--- src/rtl/lc4_wb_arbiter_pkg.sv ---
// lc4_wb_pkg: shared types and sizes for the LC4 writeback-port arbiter.
package lc4_wb_pkg;

  localparam int REG_W = 3;
  localparam int REG_N = 8;
  localparam int CNT_W = 4;

  typedef enum logic {
    ST_NORMAL = 1'b0,
    ST_FORCE  = 1'b1
  } state_t;

  // One-hot mask selecting a single register of the file.
  function automatic logic [REG_N-1:0] reg_mask(input logic [REG_W-1:0] idx);
    reg_mask = REG_N'(1) << idx;
  endfunction

endpackage

--- src/rtl/lc4_wb_arbiter_if.sv ---
// lc4_wb_arbiter_if: request, handshake, write-port and read-bypass signals
// of the writeback arbiter. master = requesters/regfile side, slave = arbiter.
interface lc4_wb_arbiter_if #(
  parameter int n = 16
);
  import lc4_wb_pkg::*;

  logic             a_we;
  logic [REG_W-1:0] a_rd;
  logic [n-1:0]     a_data;
  logic             o_a_stall;

  logic             b_valid;
  logic [REG_W-1:0] b_rd;
  logic [n-1:0]     b_data;
  logic             o_b_ready;

  logic             b_issue;
  logic [REG_W-1:0] b_issue_rd;

  logic [REG_W-1:0] o_rd;
  logic [n-1:0]     o_wdata;
  logic             o_rd_we;

  logic [REG_N-1:0] o_busy;
  logic             o_err;

  logic [REG_W-1:0] i_rs;
  logic [REG_W-1:0] i_rt;
  logic [n-1:0]     i_rs_data;
  logic [n-1:0]     i_rt_data;
  logic [n-1:0]     o_rs_data;
  logic [n-1:0]     o_rt_data;

  modport master (
    output a_we, a_rd, a_data, b_valid, b_rd, b_data, b_issue, b_issue_rd,
           i_rs, i_rt, i_rs_data, i_rt_data,
    input  o_a_stall, o_b_ready, o_rd, o_wdata, o_rd_we, o_busy, o_err,
           o_rs_data, o_rt_data
  );

  modport slave (
    input  a_we, a_rd, a_data, b_valid, b_rd, b_data, b_issue, b_issue_rd,
           i_rs, i_rt, i_rs_data, i_rt_data,
    output o_a_stall, o_b_ready, o_rd, o_wdata, o_rd_we, o_busy, o_err,
           o_rs_data, o_rt_data
  );

endinterface

--- src/rtl/Nbit_reg.sv ---
// Nbit_reg: generic state register, synchronous active-high reset to zero,
// updates only when both the local and the global write enable are high.
module Nbit_reg #(
  parameter int n = 1
) (
  input  logic         clk,
  input  logic         rst,
  input  logic         gwe,
  input  logic         we,
  input  logic [n-1:0] in,
  output logic [n-1:0] out
);

  // Reset wins over the enables so reset never waits on gwe.
  always_ff @(posedge clk) begin
    if (rst)             out <= '0;
    else if (gwe && we)  out <= in;
  end

endmodule

--- src/rtl/lc4_wb_arbiter_scoreboard.sv ---
// lc4_wb_scoreboard: tracks registers with an outstanding long-latency result
// and flags protocol errors (double issue, completion to an idle register).
module lc4_wb_scoreboard
  import lc4_wb_pkg::*;
(
  input  logic             clk,
  input  logic             rst,
  input  logic             gwe,
  input  logic             set_en,
  input  logic [REG_W-1:0] set_rd,
  input  logic             clr_en,
  input  logic [REG_W-1:0] clr_rd,
  output logic [REG_N-1:0] busy,
  output logic             err
);

  logic [REG_N-1:0] set_mask;
  logic [REG_N-1:0] clr_mask;
  logic [REG_N-1:0] busy_next;
  logic             err_next;
  logic             dbl_issue;
  logic             idle_clr;

  // Set is OR-ed after the clear so a same-cycle set/clear leaves the bit set.
  always_comb begin
    set_mask  = set_en ? reg_mask(set_rd) : '0;
    clr_mask  = clr_en ? reg_mask(clr_rd) : '0;
    busy_next = (busy & ~clr_mask) | set_mask;
    dbl_issue = set_en && busy[set_rd] && !(clr_en && (clr_rd == set_rd));
    idle_clr  = clr_en && !busy[clr_rd];
    err_next  = err | dbl_issue | idle_clr;
  end

  Nbit_reg #(.n(REG_N)) busy_reg (
    .clk(clk), .rst(rst), .gwe(gwe), .we(1'b1), .in(busy_next), .out(busy)
  );

  Nbit_reg #(.n(1)) err_reg (
    .clk(clk), .rst(rst), .gwe(gwe), .we(1'b1), .in(err_next), .out(err)
  );

endmodule

--- src/rtl/lc4_wb_arbiter.sv ---
// lc4_wb_arbiter: shares the regfile write port between the pipeline
// writeback (A, priority, no backpressure) and a long-latency unit (B,
// valid/ready). B is forced through after STARVE_LIMIT consecutive denials.
// Optional feature macro: LC4_WB_BYPASS_EN (forward the write data to reads).
//
// state     | meaning
// ----------+-----------------------------------------------------------
// ST_NORMAL | A has priority; B wins only when A is idle
// ST_FORCE  | B starved: A is stalled and B is written this cycle
module lc4_wb_arbiter
  import lc4_wb_pkg::*;
#(
  parameter int n            = 16,
  parameter int STARVE_LIMIT = 4
) (
  input  logic clk,
  input  logic rst,
  input  logic gwe,
  lc4_wb_arbiter_if.slave bus
);

  state_t           state;
  state_t           next_state;
  logic             state_raw;
  logic             next_raw;
  logic [CNT_W-1:0] cnt;
  logic [CNT_W-1:0] cnt_next;

  logic             grant_b;
  logic             b_ready;
  logic             a_stall;
  logic [REG_W-1:0] rd_sel;
  logic [n-1:0]     wdata;
  logic             rd_we;

  assign state    = state_t'(state_raw);
  assign next_raw = next_state;

  Nbit_reg #(.n(1)) state_reg (
    .clk(clk), .rst(rst), .gwe(gwe), .we(1'b1), .in(next_raw), .out(state_raw)
  );

  Nbit_reg #(.n(CNT_W)) cnt_reg (
    .clk(clk), .rst(rst), .gwe(gwe), .we(1'b1), .in(cnt_next), .out(cnt)
  );

  // Arbitration, starvation counting and next-state selection.
  always_comb begin
    next_state = state;
    cnt_next   = cnt;
    grant_b    = 1'b0;
    a_stall    = 1'b0;
    rd_sel     = '0;
    wdata      = '0;
    rd_we      = 1'b0;
    if (rst) begin
      next_state = ST_NORMAL;
      cnt_next   = '0;
    end else if (state == ST_FORCE) begin
      a_stall = 1'b1;
      if (bus.b_valid) begin
        grant_b = 1'b1;
        rd_sel  = bus.b_rd;
        wdata   = bus.b_data;
        rd_we   = 1'b1;
      end
      cnt_next   = '0;
      next_state = ST_NORMAL;
    end else begin
      if (bus.a_we) begin
        rd_sel = bus.a_rd;
        wdata  = bus.a_data;
        rd_we  = 1'b1;
      end else if (bus.b_valid) begin
        grant_b = 1'b1;
        rd_sel  = bus.b_rd;
        wdata   = bus.b_data;
        rd_we   = 1'b1;
      end
      if (grant_b) begin
        cnt_next = '0;
      end else if (bus.b_valid) begin
        cnt_next = cnt + 1'b1;
        if (cnt_next == CNT_W'(STARVE_LIMIT)) next_state = ST_FORCE;
      end
    end
    // Without gwe nothing commits, so B must not see its result accepted.
    b_ready = grant_b && gwe;
  end

  lc4_wb_scoreboard u_scoreboard (
    .clk    (clk),
    .rst    (rst),
    .gwe    (gwe),
    .set_en (bus.b_issue),
    .set_rd (bus.b_issue_rd),
    .clr_en (bus.b_valid && b_ready),
    .clr_rd (bus.b_rd),
    .busy   (bus.o_busy),
    .err    (bus.o_err)
  );

  assign bus.o_rd      = rd_sel;
  assign bus.o_wdata   = wdata;
  assign bus.o_rd_we   = rd_we;
  assign bus.o_b_ready = b_ready;
  assign bus.o_a_stall = a_stall;

`ifdef LC4_WB_BYPASS_EN
  assign bus.o_rs_data = (rd_we && (rd_sel == bus.i_rs)) ? wdata : bus.i_rs_data;
  assign bus.o_rt_data = (rd_we && (rd_sel == bus.i_rt)) ? wdata : bus.i_rt_data;
`else
  assign bus.o_rs_data = bus.i_rs_data;
  assign bus.o_rt_data = bus.i_rt_data;
`endif

endmodule

--- src/flat_wrapper.sv ---
// flat-port wrapper written by rule: the top's interface ports become plain ports
module lc4_wb_arbiter_flat import lc4_wb_pkg::*;
#(
  parameter int n            = 16,
  parameter int STARVE_LIMIT = 4
)
  (clk, rst, gwe, bus_a_we, bus_a_rd, bus_a_data, bus_b_valid, bus_b_rd, bus_b_data, bus_b_issue, bus_b_issue_rd, bus_i_rs, bus_i_rt, bus_i_rs_data, bus_i_rt_data, bus_o_a_stall, bus_o_b_ready, bus_o_rd, bus_o_wdata, bus_o_rd_we, bus_o_busy, bus_o_err, bus_o_rs_data, bus_o_rt_data);
  lc4_wb_arbiter_if #(.n(n)) bus_i ();
  input  logic clk;
  input  logic rst;
  input  logic gwe;
  input wire logic [$bits(bus_i.a_we)-1:0] bus_a_we;
  input wire logic [$bits(bus_i.a_rd)-1:0] bus_a_rd;
  input wire logic [$bits(bus_i.a_data)-1:0] bus_a_data;
  input wire logic [$bits(bus_i.b_valid)-1:0] bus_b_valid;
  input wire logic [$bits(bus_i.b_rd)-1:0] bus_b_rd;
  input wire logic [$bits(bus_i.b_data)-1:0] bus_b_data;
  input wire logic [$bits(bus_i.b_issue)-1:0] bus_b_issue;
  input wire logic [$bits(bus_i.b_issue_rd)-1:0] bus_b_issue_rd;
  input wire logic [$bits(bus_i.i_rs)-1:0] bus_i_rs;
  input wire logic [$bits(bus_i.i_rt)-1:0] bus_i_rt;
  input wire logic [$bits(bus_i.i_rs_data)-1:0] bus_i_rs_data;
  input wire logic [$bits(bus_i.i_rt_data)-1:0] bus_i_rt_data;
  output wire logic [$bits(bus_i.o_a_stall)-1:0] bus_o_a_stall;
  output wire logic [$bits(bus_i.o_b_ready)-1:0] bus_o_b_ready;
  output wire logic [$bits(bus_i.o_rd)-1:0] bus_o_rd;
  output wire logic [$bits(bus_i.o_wdata)-1:0] bus_o_wdata;
  output wire logic [$bits(bus_i.o_rd_we)-1:0] bus_o_rd_we;
  output wire logic [$bits(bus_i.o_busy)-1:0] bus_o_busy;
  output wire logic [$bits(bus_i.o_err)-1:0] bus_o_err;
  output wire logic [$bits(bus_i.o_rs_data)-1:0] bus_o_rs_data;
  output wire logic [$bits(bus_i.o_rt_data)-1:0] bus_o_rt_data;
  assign bus_i.a_we = bus_a_we;
  assign bus_i.a_rd = bus_a_rd;
  assign bus_i.a_data = bus_a_data;
  assign bus_i.b_valid = bus_b_valid;
  assign bus_i.b_rd = bus_b_rd;
  assign bus_i.b_data = bus_b_data;
  assign bus_i.b_issue = bus_b_issue;
  assign bus_i.b_issue_rd = bus_b_issue_rd;
  assign bus_i.i_rs = bus_i_rs;
  assign bus_i.i_rt = bus_i_rt;
  assign bus_i.i_rs_data = bus_i_rs_data;
  assign bus_i.i_rt_data = bus_i_rt_data;
  assign bus_o_a_stall = bus_i.o_a_stall;
  assign bus_o_b_ready = bus_i.o_b_ready;
  assign bus_o_rd = bus_i.o_rd;
  assign bus_o_wdata = bus_i.o_wdata;
  assign bus_o_rd_we = bus_i.o_rd_we;
  assign bus_o_busy = bus_i.o_busy;
  assign bus_o_err = bus_i.o_err;
  assign bus_o_rs_data = bus_i.o_rs_data;
  assign bus_o_rt_data = bus_i.o_rt_data;
  lc4_wb_arbiter #(.n(n), .STARVE_LIMIT(STARVE_LIMIT)) u_core (.clk(clk), .rst(rst), .gwe(gwe), .bus(bus_i));
endmodule
--- config.mk ---
export PLATFORM = sky130hd
export DESIGN_NAME = lc4_wb_arbiter_flat
export DESIGN_NICKNAME = d
export VERILOG_FILES = /design/src/rtl/lc4_wb_arbiter_pkg.sv /design/src/rtl/lc4_wb_arbiter_if.sv /design/src/rtl/Nbit_reg.sv /design/src/rtl/lc4_wb_arbiter_scoreboard.sv /design/src/rtl/lc4_wb_arbiter.sv /design/src/flat_wrapper.sv
export SDC_FILE = /design/constraint.sdc
export NUM_CORES = 1
export LEC_CHECK = 0
export ABC_AREA = 0
export CAP_MARGIN = 15
export CORE_MARGIN = 4
export CORE_UTILIZATION = 31
export DETAILED_ROUTE_END_ITERATION = 10
export PLACE_DENSITY_LB_ADDON = 0.3
export SLEW_MARGIN = 10
export SYNTH_ARGS = -nofsm -noshare
export SYNTH_HDL_FRONTEND = slang
export SYNTH_SLANG_ARGS = --single-unit
export TNS_END_PERCENT = 1
--- constraint.sdc ---
create_clock -name clk -period 2.6 [get_ports clk]
set_input_delay 0.52 -clock clk [delete_from_list [all_inputs] [get_ports clk]]
set_output_delay 0.52 -clock clk [all_outputs]
set_load 0.01 [all_outputs]
**After elaboration in Yosys (flattened, before gate mapping)**

Index checks and enable logic that the tools add are counted.
Widths: inputs -> output; s select.

- Register bits: 14
- Bits of input ports: 85
- Word-level logic and storage cells: 58

- $add $sub $neg: 1
- $lt $le $gt $ge: 2
- Equal/unequal tests: 2
- Shift-type cells: 2
- Multiplexer cells: 32
- Bitwise operators: 5
- Reduce and logical (&&, ||, !) cells: 10

Operators by type and width:

| kind | number |
|---|---|
| $mux 16 | 4 |
| $mux 1 | 17 |
| $mux 8 | 2 |
| $shl 1x3->8 const A | 2 |
| $mux 3 | 4 |
| $mux 4 | 3 |
| $and 8x8->8 | 1 |
| $lt 3x4->1 const B | 2 |
| $not 8->8 | 1 |
| $or 8x8->8 | 1 |
| $bmux 1 s3 | 2 |
| $logic_and 1x1->1 | 6 |
| $add 4x1->4 const B | 1 |
| $eq 4x3->1 const B | 1 |
| $eq 3x3->1 | 1 |
| $reduce_bool 3->1 | 1 |
| $logic_not 1->1 | 2 |
| $or 1x1->1 | 2 |
| $reduce_and 2->1 | 1 |

**Longest topological paths before layout**

- Word-level depth: 13
- Mapped depth: 6
- Mapped depth without buffers: 5

**By module**

Synthesis repeated with hierarchy kept, for this count alone.

- Cells, all modules: 239
- Area total of the unflattened synthesis: 1,755.4 sq um

By module, submodules not included:

| module | times used | cells an instance | area each (sq um) | sequential area each (sq um) |
|---|---|---|---|---|
| lc4_wb_arbiter | 1 | 126 | 778.2 | 0.0 |
| Nbit_reg at u_core.u_scoreboard.busy_reg | 1 | 37 | 366.6 | 160.2 |
| lc4_wb_scoreboard | 1 | 50 | 346.6 | 0.0 |
| Nbit_reg at u_core.cnt_reg | 1 | 18 | 176.4 | 80.1 |
| Nbit_reg at u_core.state_reg ... | 2 | 4 | 43.8 | 20.0 |

**Worst setup path after synthesis**

Ideal clock, no wire load.

- Path kind: input-to-output
- Start point: input port bus_a_we
- End point: output port bus_o_wdata[10]
- Data arrival time: 1.370 ns
- Data required time: 2.080 ns
- Slack: 0.710 ns
- Cell stages on the path: 4
- Cells stage by stage: nor2b_1 > clkbuf_1 > nand2_1 > a21oi_1

- Cells in the longest elaborated chain, start to end: 3

RTL lines:

| element | line | source |
|---|---|---|
| start: declaration | flat_wrapper.sv:12 | `input wire logic [$bits(bus_i.a_we)-1:0] bus_a_we;` |
| $mux 16 | lc4_wb_arbiter.sv:70 | `if (bus.a_we) begin` |
| $mux 16 | lc4_wb_arbiter.sv:59 | `end else if (state == ST_FORCE) begin` |
| $mux 16 | lc4_wb_arbiter.sv:56 | `if (rst) begin` |
| end: declaration | flat_wrapper.sv:27 | `output wire logic [$bits(bus_i.o_wdata)-1:0] bus_o_wdata;` |

Every way passes these cells.

**Final worst setup path**

- Start point: input port bus_b_valid
- End point: output port bus_o_b_ready

- Cells in the longest elaborated chain, start to end: 7

RTL lines:

| element | line | source |
|---|---|---|
| start: declaration | flat_wrapper.sv:15 | `input wire logic [$bits(bus_i.b_valid)-1:0] bus_b_valid;` |
| $mux 1 (*) | lc4_wb_arbiter.sv:61, lc4_wb_arbiter.sv:74 |  |
| $mux 1 | lc4_wb_arbiter.sv:70 |  |
| $mux 1 | lc4_wb_arbiter.sv:59 |  |
| $mux 1 | lc4_wb_arbiter.sv:56 |  |
| $mux 1 (*) | lc4_wb_arbiter.sv:59 |  |
| $mux 1 (*) | lc4_wb_arbiter.sv:56 |  |
| $logic_and 1x1->1 (*) | lc4_wb_arbiter.sv:88 | `b_ready = grant_b && gwe;` |
| end: declaration | flat_wrapper.sv:25 | `output wire logic [$bits(bus_i.o_b_ready)-1:0] bus_o_b_ready;` |

Mark *: on every way between the ends. The rest lies on a longest branch, timed or not. The select of a mux whose other input is x is not followed.

==> flow_summary.toml <==
[synthesis]
postSynthCellCount = 203
synth_area_per_cell_um2 = 6.96
ys.warnings.count = 0
synthTopCellsByArea = "dfxtp_1, buf_4, a21oi_1, nand2_1, nand3_1"
synth_area_mm2 = 0.00141
synth_seq_cells = 14
ys_seq_area_share_pct = 19.8
synth_most_common_cell = "buf_4"
synth-edff-count = 0
synth_top_area_share_pct = 19.8
synth_largest_area_cell = "dfxtp_1"
synthesis.nets = 289
synthArstFlopShare_pct = 0
synthDistinctLibCells = 36
yosys-top-cells-count = "buf_4, a21oi_1, nand2_1"
synth_top_flop_cell = "dfxtp_1"

[worst_setup_path]
critPathLaunchType = "input pin"
setup.worst_path.end_class = "output port"
worst_ep_required_time_ps = 2080
cp.arrival_ps = 2010
reg2reg_depth = 7
critPathKind = "in2out"
crit_fanout = 26
rrSetupSlack_ps = 990

[place]
dp_hpwl_um = 3140
io_buffers = 77
post_dp_cell_area_mm2 = 0.00206
dp_slack_ps = -189
place_congestion = 0.831

[power]
power_frac_comb_pct = 34.5
switchingPower_uw = 187
power.internal_uw = 490
peakVddDrop_mv = 0.165
pwr-share-seq_pct = 33.1
clkPwrFrac_pct = 32.4
p_per_area_mw_per_mm2 = 320
finalPower_uw = 677
switching_share_pct = 27.6
power.leakage_nw = 0.898

[route]
drt_iter0_markers = 95
drt-wirelength-per-cell_um = 13.8
routed-wl-met3_um = 395
vias_per_cell = 5.00
met1_length_um = 1800
dr.pass1.iters = 4
route.vias.total = 1511
met2WireLength_um = 1910
antenna_left = 0
routed_wl_um = 4170
dr.max_layer_used = "met4"
route.detailed.drc = 0

[flow_run]
max-cap-violations = 0

[global_route]
grt_max_degree = 37
grt_util_all_layers_pct = 14.7
overflow = 0
grt_pass1_vias = 1414
grt_first_pass_wirelength_um = 6490
antenna_found_initial = 0

[layout]
design_area_mm2 = 0.00211
antenna_cells = 0
fillers = 436
drive_above_1_share_pct = 10.0
area_growth_pct = 49.5
nNetsFinal = 337
utilization_pct = 48.2

[clock_tree]
path_clk_slew_ps = 60
cts-root-buf = "clkbuf_8"
post_cts_resized = 19
htreeDepth = 1
post-cts-setup-buffers = 0
cts_tree = "built"
clk_latency_ps = 250
clock_path_buffers = 2
clkSinkCount = 14
hold_buffers = 0
cts_buffers = 3

[die]
dieWidth_um = 75.5
ioPinCount = 148
die-area_mm2 = 0.00571
start_util_pct = 32.2
placementRows = 24
die_h_um = 75.5
core_mm2 = 0.00438

[sta]
holdWs_ps = 478
grt_setup_unrepaired = "false"
setup_viol = 0
maxSlewViolCount = 0
finalCriticalPeriod_ps = 2530
hold_viol = 0
fin_ws_ps = 66.2
timing.fmax_ghz = 0.395
skew_ps = 2.01
worstMarginPinSlew_ps = 381
maxSlewHeadroom_pct = 74.5
min_period_over_period_pct = 97.5

[status]
status = "completed"

[worst_hold_path]
min_path_type = "reg2reg"
worst_hold_path.num_cells = 2
==> power groups by stage <==
stage | registers [mW] | logic [mW] | clock network (mW)
6_report | 0.224 | 0.234 | 0.220
5_1_grt | 0.225 | 0.254 | 0.238
4_1_cts | 0.224 | 0.237 | 0.226
3_5_place_dp | 0.229 | 0.245 | 0
3_3_place_gp | 0.228 | 0.244 | 0
2_1_floorplan | 0.229 | 0.150 | 0
==> cells in the final DEF (no fill, tap or decap), drive strengths merged, types with 2 or more instances in the layout <==
cell type and n:
mux4 2, and3 2, nand2 30, a21oi 30, mux2i 2, dlymetal6s2s 3, dfxtp 14, o31ai 3
buf 13, nor2b 4, o22ai 2, dlygate4sd2 17, clkdlybuf4s50 57, xnor2 3, nor2 11, o21ai 7
nand3 22, a31oi 2, clkbuf 4, nand2b 5, mux2 3, nor3 2
==> through the flow <==
| stage | setup TNS [ps] | cells |
|---|---|---|
| 6_report | 0 | 302 |
| 3_3_place_gp | -2030 | 298 |
| 4_1_cts | -115 | 302 |
| 3_5_place_dp | -2710 | 298 |
| 5_1_grt | 0 | 302 |
| 2_1_floorplan | 0 | 203 |
==> sequential cells by signal, summed over array words and instances, names as in the netlist <==
| signal | cells |
|---|---|
| u_core.cnt_reg.out | 4 |
| u_core.state_reg.out | 1 |
| u_core.u_scoreboard.busy_reg.out | 8 |
| u_core.u_scoreboard.err_reg.out | 1 |
==> final timing paths <==
check	start	endpoint
worst min-delay path	u_core.cnt_reg.out[2]	u_core.cnt_reg.out[2]
worst min register to register	u_core.cnt_reg.out[2]	u_core.cnt_reg.out[2]
worst max register to register	u_core.state_reg.out	u_core.u_scoreboard.err_reg.out
worst max-delay path	bus_b_valid	bus_o_b_ready
==> final cells by class <==
type,count,area (µm²),area share [%]
sequential,14,280,13.3
tap,52,65.1,3.08
timing repair buffer,90,892,42.2
inverter,1,3.75,0.178
clock buffer,4,55.1,2.61
multi-input combinational,141,817,38.7
==> worst max-delay path, cell delays in order <==
cell	delay (ps)
clkdlybuf4s50_1	500
buf_12	170
nand2_1	110
nor3_4	140
clkdlybuf4s50_1	560
==> per-layer routing <==
metal  track usage [%]  up-vias
met3              4.09        9
met4              6.02        0
met1              19.0      680
met2              23.1       63
li1                  -      759
met5                 0        -
==> cells by family after synthesis <==
logic type | share of synthesized area [%]
simple gates | 27.5
compound gates | 19.7
buf+inv | 22.9
flops | 19.8
mux | 7.26
xor+xnor | 1.86
fa+ha+maj | 0.885
Note: power is estimated with default switching activity, not from simulation.
